$ cat src/rtl/riscv_mem_pkg.sv
// riscv_pkg: shared definitions for the RISC-V memory-access stage.
// Holds funct3 load/store codes, the stage FSM state enum and width defaults.
// Also has helpers that classify access size and detect misalignment.
package riscv_pkg;

  localparam int XLEN_DEF = 32;
  localparam int REGN_DEF = 32;

  localparam logic [2:0] F3_LB  = 3'b000;
  localparam logic [2:0] F3_LH  = 3'b001;
  localparam logic [2:0] F3_LW  = 3'b010;
  localparam logic [2:0] F3_LBU = 3'b100;
  localparam logic [2:0] F3_LHU = 3'b101;
  localparam logic [2:0] F3_SB  = 3'b000;
  localparam logic [2:0] F3_SH  = 3'b001;
  localparam logic [2:0] F3_SW  = 3'b010;

  typedef enum logic {
    IDLE = 1'b0,
    WAIT = 1'b1
  } mem_state_e;

  typedef enum logic [1:0] {
    SZ_BYTE = 2'd0,
    SZ_HALF = 2'd1,
    SZ_WORD = 2'd2
  } acc_size_e;

  // Any funct3 outside the listed byte/half codes is handled as a word access.
  function automatic acc_size_e acc_size(input logic [2:0] f3, input logic is_load);
    acc_size_e sz;
    sz = SZ_WORD;
    if (f3 == F3_LB || (is_load && f3 == F3_LBU))      sz = SZ_BYTE;
    else if (f3 == F3_LH || (is_load && f3 == F3_LHU)) sz = SZ_HALF;
    return sz;
  endfunction

  function automatic logic is_misaligned(input acc_size_e sz, input logic [1:0] off);
    logic mis;
    mis = 1'b0;
    if (sz == SZ_HALF)      mis = off[0];
    else if (sz == SZ_WORD) mis = (off != 2'b00);
    return mis;
  endfunction

endpackage

$ cat src/rtl/riscv_mem_if.sv
// riscv_mem_if: execute-side handshake, data-memory bus and writeback outputs.
// slave is the memory stage; master is the surrounding pipeline / memory.
// Data width is fixed at 32 bits; REGA is the register index width.
interface riscv_mem_if #(
  parameter int XLEN = 32,
  parameter int REGA = 5
);
  logic              in_valid;
  logic              in_ready;
  logic [XLEN-1:0]   ex_result;
  logic [XLEN-1:0]   st_data;
  logic              is_load;
  logic              is_store;
  logic [2:0]        funct3;
  logic [REGA-1:0]   rd_in;

  logic              dmem_req;
  logic              dmem_we;
  logic [XLEN-1:0]   dmem_addr;
  logic [XLEN-1:0]   dmem_wdata;
  logic [XLEN/8-1:0] dmem_be;
  logic              dmem_ack;
  logic [XLEN-1:0]   dmem_rdata;

  logic [XLEN-1:0]   exdata;
  logic [XLEN-1:0]   memdata;
  logic              memfetch;
  logic [REGA-1:0]   rd;
  logic              misaligned;

  modport slave (
    input  in_valid, ex_result, st_data, is_load, is_store, funct3, rd_in,
    input  dmem_ack, dmem_rdata,
    output in_ready, dmem_req, dmem_we, dmem_addr, dmem_wdata, dmem_be,
    output exdata, memdata, memfetch, rd, misaligned
  );

  modport master (
    output in_valid, ex_result, st_data, is_load, is_store, funct3, rd_in,
    output dmem_ack, dmem_rdata,
    input  in_ready, dmem_req, dmem_we, dmem_addr, dmem_wdata, dmem_be,
    input  exdata, memdata, memfetch, rd, misaligned
  );
endinterface

$ cat src/rtl/riscv_mem_align.sv
// riscv_mem_align: store data replication / byte-enable generation and load extract/extend.
// Latency: purely combinational.
// Backpressure: none; the parent stage decides when results are used.
module riscv_mem_align
  import riscv_pkg::*;
(
  input  acc_size_e   st_sz_i,
  input  logic [1:0]  st_off_i,
  input  logic [31:0] st_data_i,
  output logic [31:0] wdata_o,
  output logic [3:0]  be_o,
  input  acc_size_e   ld_sz_i,
  input  logic        ld_sgn_i,
  input  logic [1:0]  ld_off_i,
  input  logic [31:0] rdata_i,
  output logic [31:0] ldata_o
);

  logic [7:0]  ld_byte;
  logic [15:0] ld_half;

  // Store side: replicate the lane and enable only the addressed bytes
  always_comb begin
    wdata_o = st_data_i;
    be_o    = 4'b1111;
    case (st_sz_i)
      SZ_BYTE: begin
        wdata_o = {4{st_data_i[7:0]}};
        be_o    = 4'b0001 << st_off_i;
      end
      SZ_HALF: begin
        wdata_o = {2{st_data_i[15:0]}};
        be_o    = 4'b0011 << {st_off_i[1], 1'b0};
      end
      default: ;
    endcase
  end

  // Load side: pick the addressed lane (halfwords ignore off[0]) and extend
  always_comb begin
    ld_byte = rdata_i[{ld_off_i, 3'b000} +: 8];
    ld_half = rdata_i[{ld_off_i[1], 4'b0000} +: 16];
    ldata_o = rdata_i;
    case (ld_sz_i)
      SZ_BYTE: ldata_o = {{24{ld_sgn_i & ld_byte[7]}}, ld_byte};
      SZ_HALF: ldata_o = {{16{ld_sgn_i & ld_half[15]}}, ld_half};
      default: ;
    endcase
  end

endmodule

$ cat src/rtl/riscv_mem.sv
// riscv_mem: memory-access stage; optional trap on misaligned access via RISCV_MISALIGN_TRAP_EN.
// Latency: 1 cycle for non-memory ops; memory ops retire the cycle after dmem_ack (2 minimum).
// Backpressure: in_ready is low for the whole WAIT state; one outstanding dmem request.
module riscv_mem
  import riscv_pkg::*;
#(
  parameter int XLEN = XLEN_DEF,
  parameter int REGN = REGN_DEF,
  parameter int REGA = $clog2(REGN)
) (
  input logic      clk,
  input logic      rst,
  riscv_mem_if.slave bus
);

`ifdef RISCV_MISALIGN_TRAP_EN
  localparam bit TRAP_EN = 1'b1;
`else
  localparam bit TRAP_EN = 1'b0;
`endif

  mem_state_e        state_q;
  logic              req_q, we_q, load_q, memfetch_q, mis_q;
  logic [XLEN-1:0]   addr_q, wdata_q, exdata_q, memdata_q;
  logic [XLEN/8-1:0] be_q;
  logic [REGA-1:0]   rd_q, rd_pend_q;
  logic [1:0]        off_q;
  acc_size_e         ld_sz_q;
  logic              ld_sgn_q;

  logic              accept, is_mem, trap_d;
  logic [1:0]        off_d;
  acc_size_e         sz_d;
  logic [XLEN-1:0]   st_wdata_d, ld_data_d;
  logic [XLEN/8-1:0] st_be_d;

  assign accept = bus.in_valid && (state_q == IDLE);
  assign is_mem = bus.is_load || bus.is_store;
  assign off_d  = bus.ex_result[1:0];
  assign sz_d   = acc_size(bus.funct3, bus.is_load);
  assign trap_d = TRAP_EN && is_mem && is_misaligned(sz_d, off_d);

  riscv_mem_align u_align (
    .st_sz_i   (sz_d),
    .st_off_i  (off_d),
    .st_data_i (bus.st_data),
    .wdata_o   (st_wdata_d),
    .be_o      (st_be_d),
    .ld_sz_i   (ld_sz_q),
    .ld_sgn_i  (ld_sgn_q),
    .ld_off_i  (off_q),
    .rdata_i   (bus.dmem_rdata),
    .ldata_o   (ld_data_d)
  );

  // Stage FSM: issue the request, hold it until ack, register writeback outputs
  always_ff @(posedge clk or posedge rst) begin
    if (rst) begin
      state_q    <= IDLE;
      req_q      <= 1'b0;
      we_q       <= 1'b0;
      addr_q     <= '0;
      wdata_q    <= '0;
      be_q       <= '0;
      exdata_q   <= '0;
      memdata_q  <= '0;
      memfetch_q <= 1'b0;
      rd_q       <= '0;
      mis_q      <= 1'b0;
      rd_pend_q  <= '0;
      off_q      <= 2'b00;
      ld_sz_q    <= SZ_WORD;
      ld_sgn_q   <= 1'b0;
      load_q     <= 1'b0;
    end else begin
      rd_q       <= '0;
      memfetch_q <= 1'b0;
      mis_q      <= 1'b0;
      case (state_q)
        IDLE: begin
          if (accept) begin
            if (trap_d) begin
              mis_q <= 1'b1;
            end else if (is_mem) begin
              req_q     <= 1'b1;
              we_q      <= bus.is_store;
              addr_q    <= {bus.ex_result[XLEN-1:2], 2'b00};
              wdata_q   <= st_wdata_d;
              be_q      <= st_be_d;
              off_q     <= off_d;
              ld_sz_q   <= sz_d;
              ld_sgn_q  <= ~bus.funct3[2];
              load_q    <= bus.is_load;
              rd_pend_q <= bus.rd_in;
              state_q   <= WAIT;
            end else begin
              exdata_q <= bus.ex_result;
              rd_q     <= bus.rd_in;
            end
          end
        end
        WAIT: begin
          if (bus.dmem_ack) begin
            req_q   <= 1'b0;
            state_q <= IDLE;
            if (load_q) begin
              memfetch_q <= 1'b1;
              rd_q       <= rd_pend_q;
              memdata_q  <= ld_data_d;
            end
          end
        end
        default: state_q <= IDLE;
      endcase
    end
  end

  assign bus.in_ready   = (state_q == IDLE);
  assign bus.dmem_req   = req_q;
  assign bus.dmem_we    = we_q;
  assign bus.dmem_addr  = addr_q;
  assign bus.dmem_wdata = wdata_q;
  assign bus.dmem_be    = be_q;
  assign bus.exdata     = exdata_q;
  assign bus.memdata    = memdata_q;
  assign bus.memfetch   = memfetch_q;
  assign bus.rd         = rd_q;
  assign bus.misaligned = mis_q;

endmodule

$ cat src/flat_wrapper.sv
// flat-port wrapper written by rule: the top's interface ports become plain ports
module riscv_mem_flat import riscv_pkg::*;
#(
  parameter int XLEN = XLEN_DEF,
  parameter int REGN = REGN_DEF,
  parameter int REGA = $clog2(REGN)
)
  (clk, rst, bus_in_valid, bus_ex_result, bus_st_data, bus_is_load, bus_is_store, bus_funct3, bus_rd_in, bus_dmem_ack, bus_dmem_rdata, bus_in_ready, bus_dmem_req, bus_dmem_we, bus_dmem_addr, bus_dmem_wdata, bus_dmem_be, bus_exdata, bus_memdata, bus_memfetch, bus_rd, bus_misaligned);
  riscv_mem_if #(.XLEN(XLEN), .REGA(REGA)) bus_i ();
  input logic clk;
  input logic rst;
  input wire logic [$bits(bus_i.in_valid)-1:0] bus_in_valid;
  input wire logic [$bits(bus_i.ex_result)-1:0] bus_ex_result;
  input wire logic [$bits(bus_i.st_data)-1:0] bus_st_data;
  input wire logic [$bits(bus_i.is_load)-1:0] bus_is_load;
  input wire logic [$bits(bus_i.is_store)-1:0] bus_is_store;
  input wire logic [$bits(bus_i.funct3)-1:0] bus_funct3;
  input wire logic [$bits(bus_i.rd_in)-1:0] bus_rd_in;
  input wire logic [$bits(bus_i.dmem_ack)-1:0] bus_dmem_ack;
  input wire logic [$bits(bus_i.dmem_rdata)-1:0] bus_dmem_rdata;
  output wire logic [$bits(bus_i.in_ready)-1:0] bus_in_ready;
  output wire logic [$bits(bus_i.dmem_req)-1:0] bus_dmem_req;
  output wire logic [$bits(bus_i.dmem_we)-1:0] bus_dmem_we;
  output wire logic [$bits(bus_i.dmem_addr)-1:0] bus_dmem_addr;
  output wire logic [$bits(bus_i.dmem_wdata)-1:0] bus_dmem_wdata;
  output wire logic [$bits(bus_i.dmem_be)-1:0] bus_dmem_be;
  output wire logic [$bits(bus_i.exdata)-1:0] bus_exdata;
  output wire logic [$bits(bus_i.memdata)-1:0] bus_memdata;
  output wire logic [$bits(bus_i.memfetch)-1:0] bus_memfetch;
  output wire logic [$bits(bus_i.rd)-1:0] bus_rd;
  output wire logic [$bits(bus_i.misaligned)-1:0] bus_misaligned;
  assign bus_i.in_valid = bus_in_valid;
  assign bus_i.ex_result = bus_ex_result;
  assign bus_i.st_data = bus_st_data;
  assign bus_i.is_load = bus_is_load;
  assign bus_i.is_store = bus_is_store;
  assign bus_i.funct3 = bus_funct3;
  assign bus_i.rd_in = bus_rd_in;
  assign bus_i.dmem_ack = bus_dmem_ack;
  assign bus_i.dmem_rdata = bus_dmem_rdata;
  assign bus_in_ready = bus_i.in_ready;
  assign bus_dmem_req = bus_i.dmem_req;
  assign bus_dmem_we = bus_i.dmem_we;
  assign bus_dmem_addr = bus_i.dmem_addr;
  assign bus_dmem_wdata = bus_i.dmem_wdata;
  assign bus_dmem_be = bus_i.dmem_be;
  assign bus_exdata = bus_i.exdata;
  assign bus_memdata = bus_i.memdata;
  assign bus_memfetch = bus_i.memfetch;
  assign bus_rd = bus_i.rd;
  assign bus_misaligned = bus_i.misaligned;
  riscv_mem #(.XLEN(XLEN), .REGN(REGN), .REGA(REGA)) u_core (.clk(clk), .rst(rst), .bus(bus_i));
endmodule
$ cat config.mk
export PLATFORM = sky130hd
export DESIGN_NAME = riscv_mem_flat
export DESIGN_NICKNAME = d
export VERILOG_FILES = /design/src/rtl/riscv_mem_pkg.sv /design/src/rtl/riscv_mem_if.sv /design/src/rtl/riscv_mem_align.sv /design/src/rtl/riscv_mem.sv /design/src/flat_wrapper.sv
export SDC_FILE = /design/constraint.sdc
export NUM_CORES = 1
export LEC_CHECK = 0
export ABC_AREA = 1
export ABC_CLOCK_PERIOD_IN_PS = 9000
export CAP_MARGIN = 20
export CORE_MARGIN = 5
export CORE_UTILIZATION = 30
export CTS_CLUSTER_DIAMETER = 200
export CTS_CLUSTER_SIZE = 16
export DETAILED_ROUTE_END_ITERATION = 8
export DONT_BUFFER_PORTS = 1
export PLACE_DENSITY = 0.4
export SYNTH_ARGS = -nofsm -noshare
export SYNTH_HDL_FRONTEND = slang
export SYNTH_HIERARCHICAL = 1
export SYNTH_SLANG_ARGS = --single-unit
$ cat constraint.sdc
create_clock -name clk -period 9 [get_ports clk]
set_clock_uncertainty 0.2 [all_clocks]
set_input_delay 1.35 -clock clk [delete_from_list [all_inputs] [get_ports clk]]
set_output_delay 1.35 -clock clk [all_outputs]
set_load 0.005 [all_outputs]
==> results of run 1 <==
power by group:
group          switching (uW)  internal (uW)  leakage, uW
combinational             212            124      0.00195
clock                     324            430     0.000299
sequential                192            858      0.00188
total                     728           1410      0.00413
logic make-up (layout without fill, tap and decap cells):
family	count (synthesis)	in the layout	synth area share
buffers and inverters	113	94	0.0816
other	1	3	0.000541
DFF	150	150	0.542
and+or+nand+nor	498	498	0.304
AOI/OAI and AO/OA	97	97	0.0725
routing by layer:
layer / vias to the layer above / part of all wire / track usage
met5: - / 0 / 0
met4: 0 / 0.016 / 0.0469
met3: 23 / 0.11 / 0.0774
met2: 206 / 0.47 / 0.262
met1: 2471 / 0.40 / 0.190
li1: 2580 / - / -
worst paths after layout:
path / start / to / slack (ns)
max: bus_is_load / u_core/bus.dmem_wdata[27] / 5.99
min: u_core/rd_pend_q[3] / u_core/rd_pend_q[3] / 0.29
max reg2reg: u_core/ld_sz_q[1] / u_core/bus.memdata[31] / 6.71
min reg2reg: u_core/rd_pend_q[3] / u_core/rd_pend_q[3] / 0.29
max in group asynchronous: rst / u_core/bus.dmem_we / 6.45
min in group asynchronous: rst / u_core/bus.dmem_addr[31] / 0.76
registers in the layout (all words and copies together), names as in the netlist, 2 cells and up:
register / cells
u_core/bus.rd: 5
u_core/bus.memdata: 32
u_core/off_q: 2
u_core/bus.dmem_be: 4
u_core/bus.dmem_wdata: 32
u_core/rd_pend_q: 5
u_core/ld_sz_q: 2
u_core/bus.dmem_addr: 30
u_core/bus.exdata: 32
Yosys cell counts:
library cell	n
o21ai_1	5
nand2_2	7
nor2_8	1
buf_4	21
o21ai_0	83
inv_1	53
nor2_4	2
o211ai_1	6
and2_0	2
a21oi_1	2
buf_6	6
nand2_4	2
nor2_1	5
conb_1	1
dfrtp_1	149
inv_4	2
nand2_1	436
buf_2	10
dfstp_2	1
nand3_4	1
clkbuf_1	17
nand3_2	20
inv_2	4
or2_1	2
nand3_1	20
a22oi_1	1
layout make-up:
| cell class | count | area [um^2] |
|---|---|---|
| fill | 2450 | 15100 |
| sequential | 150 | 3750 |
| multi-input combinational | 598 | 2630 |
| clock buffer | 18 | 439 |
| tap | 285 | 357 |
| inverter | 59 | 231 |
| clock inverter | 14 | 180 |
| timing repair buffer | 3 | 35.0 |
critical path: stages:
cell	delay [ns]
inv_1	0.10
nand2_1	0.06
nand2_1	0.54
inv_1	0.37
nand2_1	0.27
inv_1	0.12
nand2_1	0.07
nand3_1	0.06
nand2_1	0.08
nand2_1	0.07
stage by stage:
stage | utilization | cell area (um^2) | total power [uW] | hold WS (ns)
2_1_floorplan | - | 6940 | 1290 | 0.254
6_report | 0.336 | 7620 | 2140 | 0.290
5_1_grt | 0.336 | 7620 | 2290 | 0.314
3_5_place_dp | 0.308 | 7000 | 1410 | 0.275
4_1_cts | 0.336 | 7620 | 2190 | 0.292
3_3_place_gp | 0.308 | 6980 | 1400 | 0.268
==> run metrics, run 1 <==
pre-CTS setup slack=5.55 ns; # rows=55; status=completed; DR WL/cell=18.6 um; Synth Area per Inst=8.07 um^2; most frequent cells in the layout=nand2_1 (436), dfrtp_1 (149), o21ai_0 (83); Crit Path Class=input pin to flop; Syn. warnings=6; worst skew pair latency=0.41 ns; sequential-to-total area share from yosys stat=0.542; Power Dens Cells=281 nW/um^2; # Post-CTS Setup Buffers=0; Synth Register Bits=150; Yosys top cell by area=dfrtp_1; Final min period=3.01 ns; diode count=0; H-tree depth=4; Setup violations, final=0; RSZ-0062 raised after global routing=no; Synth cell types=26; Synth area leaders=dfrtp_1 (54%), nand2_1 (24%), o21ai_0 (6.0%); WP data required=9.10 ns; post-synthesis cell count=859; Die X=162 um; GRT Overall Usage=0.161; RePlAce Congestion=0.878; Resized Gates After CTS=0; final worst setup slack=5.99 ns; CTS Buffer Depth=2; Syn-to-layout area delta=9.94%; crit-path max FO=23; initial antenna violation count=0; crit start category=input pin; crit end category=flop; PortBufs=0; pin count of the biggest net entering global routing=91; critical path data arrival time=3.11 ns; DP HPWL=15.2 mm; share of post-route cells with drive strength above 1=0.0903; vias=5280; Fin Setup TNS=0 ns; Max VDD drop=0.101 mV; core area=22700 um^2; DRC Markers=0; CTS tree=built; Slew @ Worst Pin=0.834 ns; Max-Cap Viols=0; total grt overflow=0; Die Y=162 um; dpl cells=1095; Die Area=26300 um^2; clock-pin slew on the worst setup and hold paths=0.07 ns; post-route ant nets=0; DRT Pass-1 Iters=5; Initial Utilization=0.305; Max Clock Freq=332 MHz; vias in the first global route=5612; cts-stage hold buffer count=0; fin cells=1127; post-synth top area share=0.538; Top Ports=252; Post-Syn Area=6930 um^2; min-delay worst type=flop to flop; most common cell after layout, fill and taps aside=nand2_1; Static Leakage=0.00413 uW; worst r2r path cells=9; first-pass GRT wire length=32.9 mm; Worst slew margin=0.444; clk root buf=clkbuf_16; Routed Wire Length=21.0 mm; Hold Vio Cnt, Final=0; Tcrit/Tclk final=0.334; CTS Buf Count=17; DR vias/cell=4.69; DR iter-0 viols=344; Max Slew Vio Count=0; clk sinks=150; Nets=939; Hold Path Stages=2
Note: power is estimated with default switching activity, not from simulation.
==> inputs of run 2 (changes only) <==
- ABC_CLOCK_PERIOD_IN_PS: 9000 -> 2900
- clock period: 9 -> 2.9 ns (I/O delays scaled with it)
==> run 2 against run 1 <==
Non-clock buffer count grew 54; register-to-register slack lost 5.9 ns; sequential power rose to 3.1 times the previous value; sequential share of layout area decreased by 3.2 points; hold slack worse by 0.27 ns; critical path depth shrank 1.
==> run metrics, run 2 (same netlist as run 1, synthesis figures left out) <==
register area=3750 um^2 (unchanged); # fillers=2383 (-2.7%); clk root buf=clkbuf_16; Max-Cap Viols=0 (unchanged); CTS Buffer Depth=2 (unchanged); fin util=0.359 (+0.0237); post-route ant nets=0 (unchanged); status=completed; worst reg2reg startpoint=u_core/off_q[1]; share of post-route cells with drive strength above 1=0.0893 (-0.000976); CTS Buf Count=17 (unchanged); DR iter-0 viols=293 (-15%); GRT Overall Usage=0.157 (-0.00382); Hold Vio Cnt, Final=0 (unchanged); uppermost layer routed=met4; clk sinks=150 (unchanged); Max Slew Vio Count=0 (unchanged); WP data required=3.00 ns (-6.10 ns); area post-placement=7080 um^2 (+1.1%); pre-CTS setup slack=0.743 ns (-4.81 ns); DR vias/cell=4.65 (-0.70%); Initial Utilization=0.305 (unchanged); pin count of the biggest net entering global routing=81 (-11%); total grt overflow=0 (unchanged); Max VDD drop=0.349 mV (+250%); most frequent cells in the layout=nand2_1 (436), dfrtp_1 (149), o21ai_0 (83); vias=5494 (+4.1%); Largest delay share family, worst path=simple AND/OR/NAND/NOR gates; Setup violations, final=0 (unchanged); RePlAce Congestion=0.937 (+6.7%); Fin Setup TNS=0 ns (unchanged); H-tree depth=4 (unchanged); RSZ-0062 raised after global routing=no; CTS tree=built; DRT met1 WL=8.38 mm (-0.63%); Max Clock Freq=472 MHz; Critical Path Source=u_core/off_q[1]; Hold Slack=0.0238 ns (-0.266 ns); first-pass GRT wire length=32.4 mm (-1.4%); crit-path max FO=24 (+4.3%); Static Leakage=0.00436 uW (+5.5%); DRT Pass-1 Iters=5 (unchanged); initial antenna violation count=0 (unchanged); critical path's slowest cell=dfrtp_1; Syn-to-layout area delta=17.7%; clock network fraction of total power=0.339 (-0.013); worst skew pair latency=0.42 ns (about the same); Die Area=26300 um^2 (unchanged); cts-stage hold buffer count=49 (+49); hold path startpoint=bus_st_data[21]; min-delay worst type=input pin to flop; core area=22700 um^2 (unchanged); crit path cell chain=inv_4, nand2_2, nand2_2, nand2_2, nand2_2, nand2_4, nand3_1, nand2_1, nand2_1; # Post-CTS Setup Buffers=0 (unchanged); Comb pwr share=0.175 (+0.018); Nets=993 (+5.8%); Resized Gates After CTS=0 (unchanged); Most common cell on crit path=nand2_2; DR WL/cell=17.6 um (-5.4%); Routed Wire Length=20.8 mm (-0.82%); Slew @ Worst Pin=0.781 ns (-0.0525 ns); Tcrit/Tclk final=0.730; PortBufs=0 (unchanged); clock-pin slew on the worst setup and hold paths=0.07 ns (about the same); most common cell after layout, fill and taps aside=nand2_1; Crit Path Class=flop to flop; max incr delay on CP=0.70 ns (+0.16 ns); crit start category=flop; design area=8160 um^2 (+7.1%); Sw Share=0.342 (+0.00199); Die X=162 um (unchanged); crit end category=flop; Top Ports=252 (unchanged); net load switching power=2250 uW (+210%); Final min period=2.12 ns; DRC Markers=0 (unchanged); sequential power share=0.487 (-0.004); critical path data arrival time=2.22 ns (-0.89 ns); diode count=0 (unchanged); vias in the first global route=5684 (+1.3%); final worst setup slack=0.783 ns (-5.21 ns); met3 wire len=2.17 mm (-6.7%); DP HPWL=15.0 mm (-1.4%); wire length on met2=9.97 mm (+0.88%); Multi-input gate area=2630 um^2 (unchanged); Worst Path Buf+Inv=1 (-2); P_int=4340 uW (+210%); flop2flop setup slack=0.78 ns (-5.93 ns); # rows=55 (unchanged); Die Y=162 um (unchanged); Worst slew margin=0.477 (+0.0331); Power Dens Cells=808 nW/um^2 (+190%)
run 2: per-stage QoR:
stage,total power [uW],cells
after detailed placement,4390,1100
after floorplan,4000,861
after global routing,7050,1181
after CTS,6730,1181
final,6590,1181
after global placement,4360,1100
run 2: layout make-up:
type,count,area share
Sequential cell,150,0.460
Multi-Input combinational cell,598,0.322
Timing Repair Buffer,57,0.0736
Clock buffer,18,0.0526
Tap cell,285,0.0437
Inverter,59,0.0282
Clock inverter,14,0.0201
run 2: path summary, 6_finish.rpt:
path / cells past startpoint / end
worst min-delay path: 4 / u_core/bus.dmem_wdata[21]
max in group asynchronous: 3 / u_core/bus.exdata[26]
worst max-delay path: 9 / u_core/bus.memdata[31]
worst min register to register: 2 / u_core/rd_pend_q[0]
min in group asynchronous: 2 / u_core/bus.memfetch
worst max register to register: 9 / u_core/bus.memdata[31]
run 2: tightest hold or removal path, stage by stage:
cell	delay, ns
nand2_1	0.03
nand2_1	0.05
nand2_1	0.05
nand2_1	0.05
run 2: routing by layer:
layer	up-vias	track usage
li1	2688	-
met5	-	0
met3	19	0.0716
met4	0	0.0427
met1	2597	0.184
met2	190	0.262
run 2: power groups by stage:
| stage | Clock, uW | Combinational (uW) | Sequential [uW] |
|---|---|---|---|
| 6_report | 2230 | 1150 | 3210 |
| 5_1_grt | 2400 | 1350 | 3290 |
| 4_1_cts | 2310 | 1180 | 3240 |
| 3_5_place_dp | 0 | 1110 | 3270 |
| 3_3_place_gp | 0 | 1080 | 3270 |
| 2_1_floorplan | 0 | 959 | 3040 |
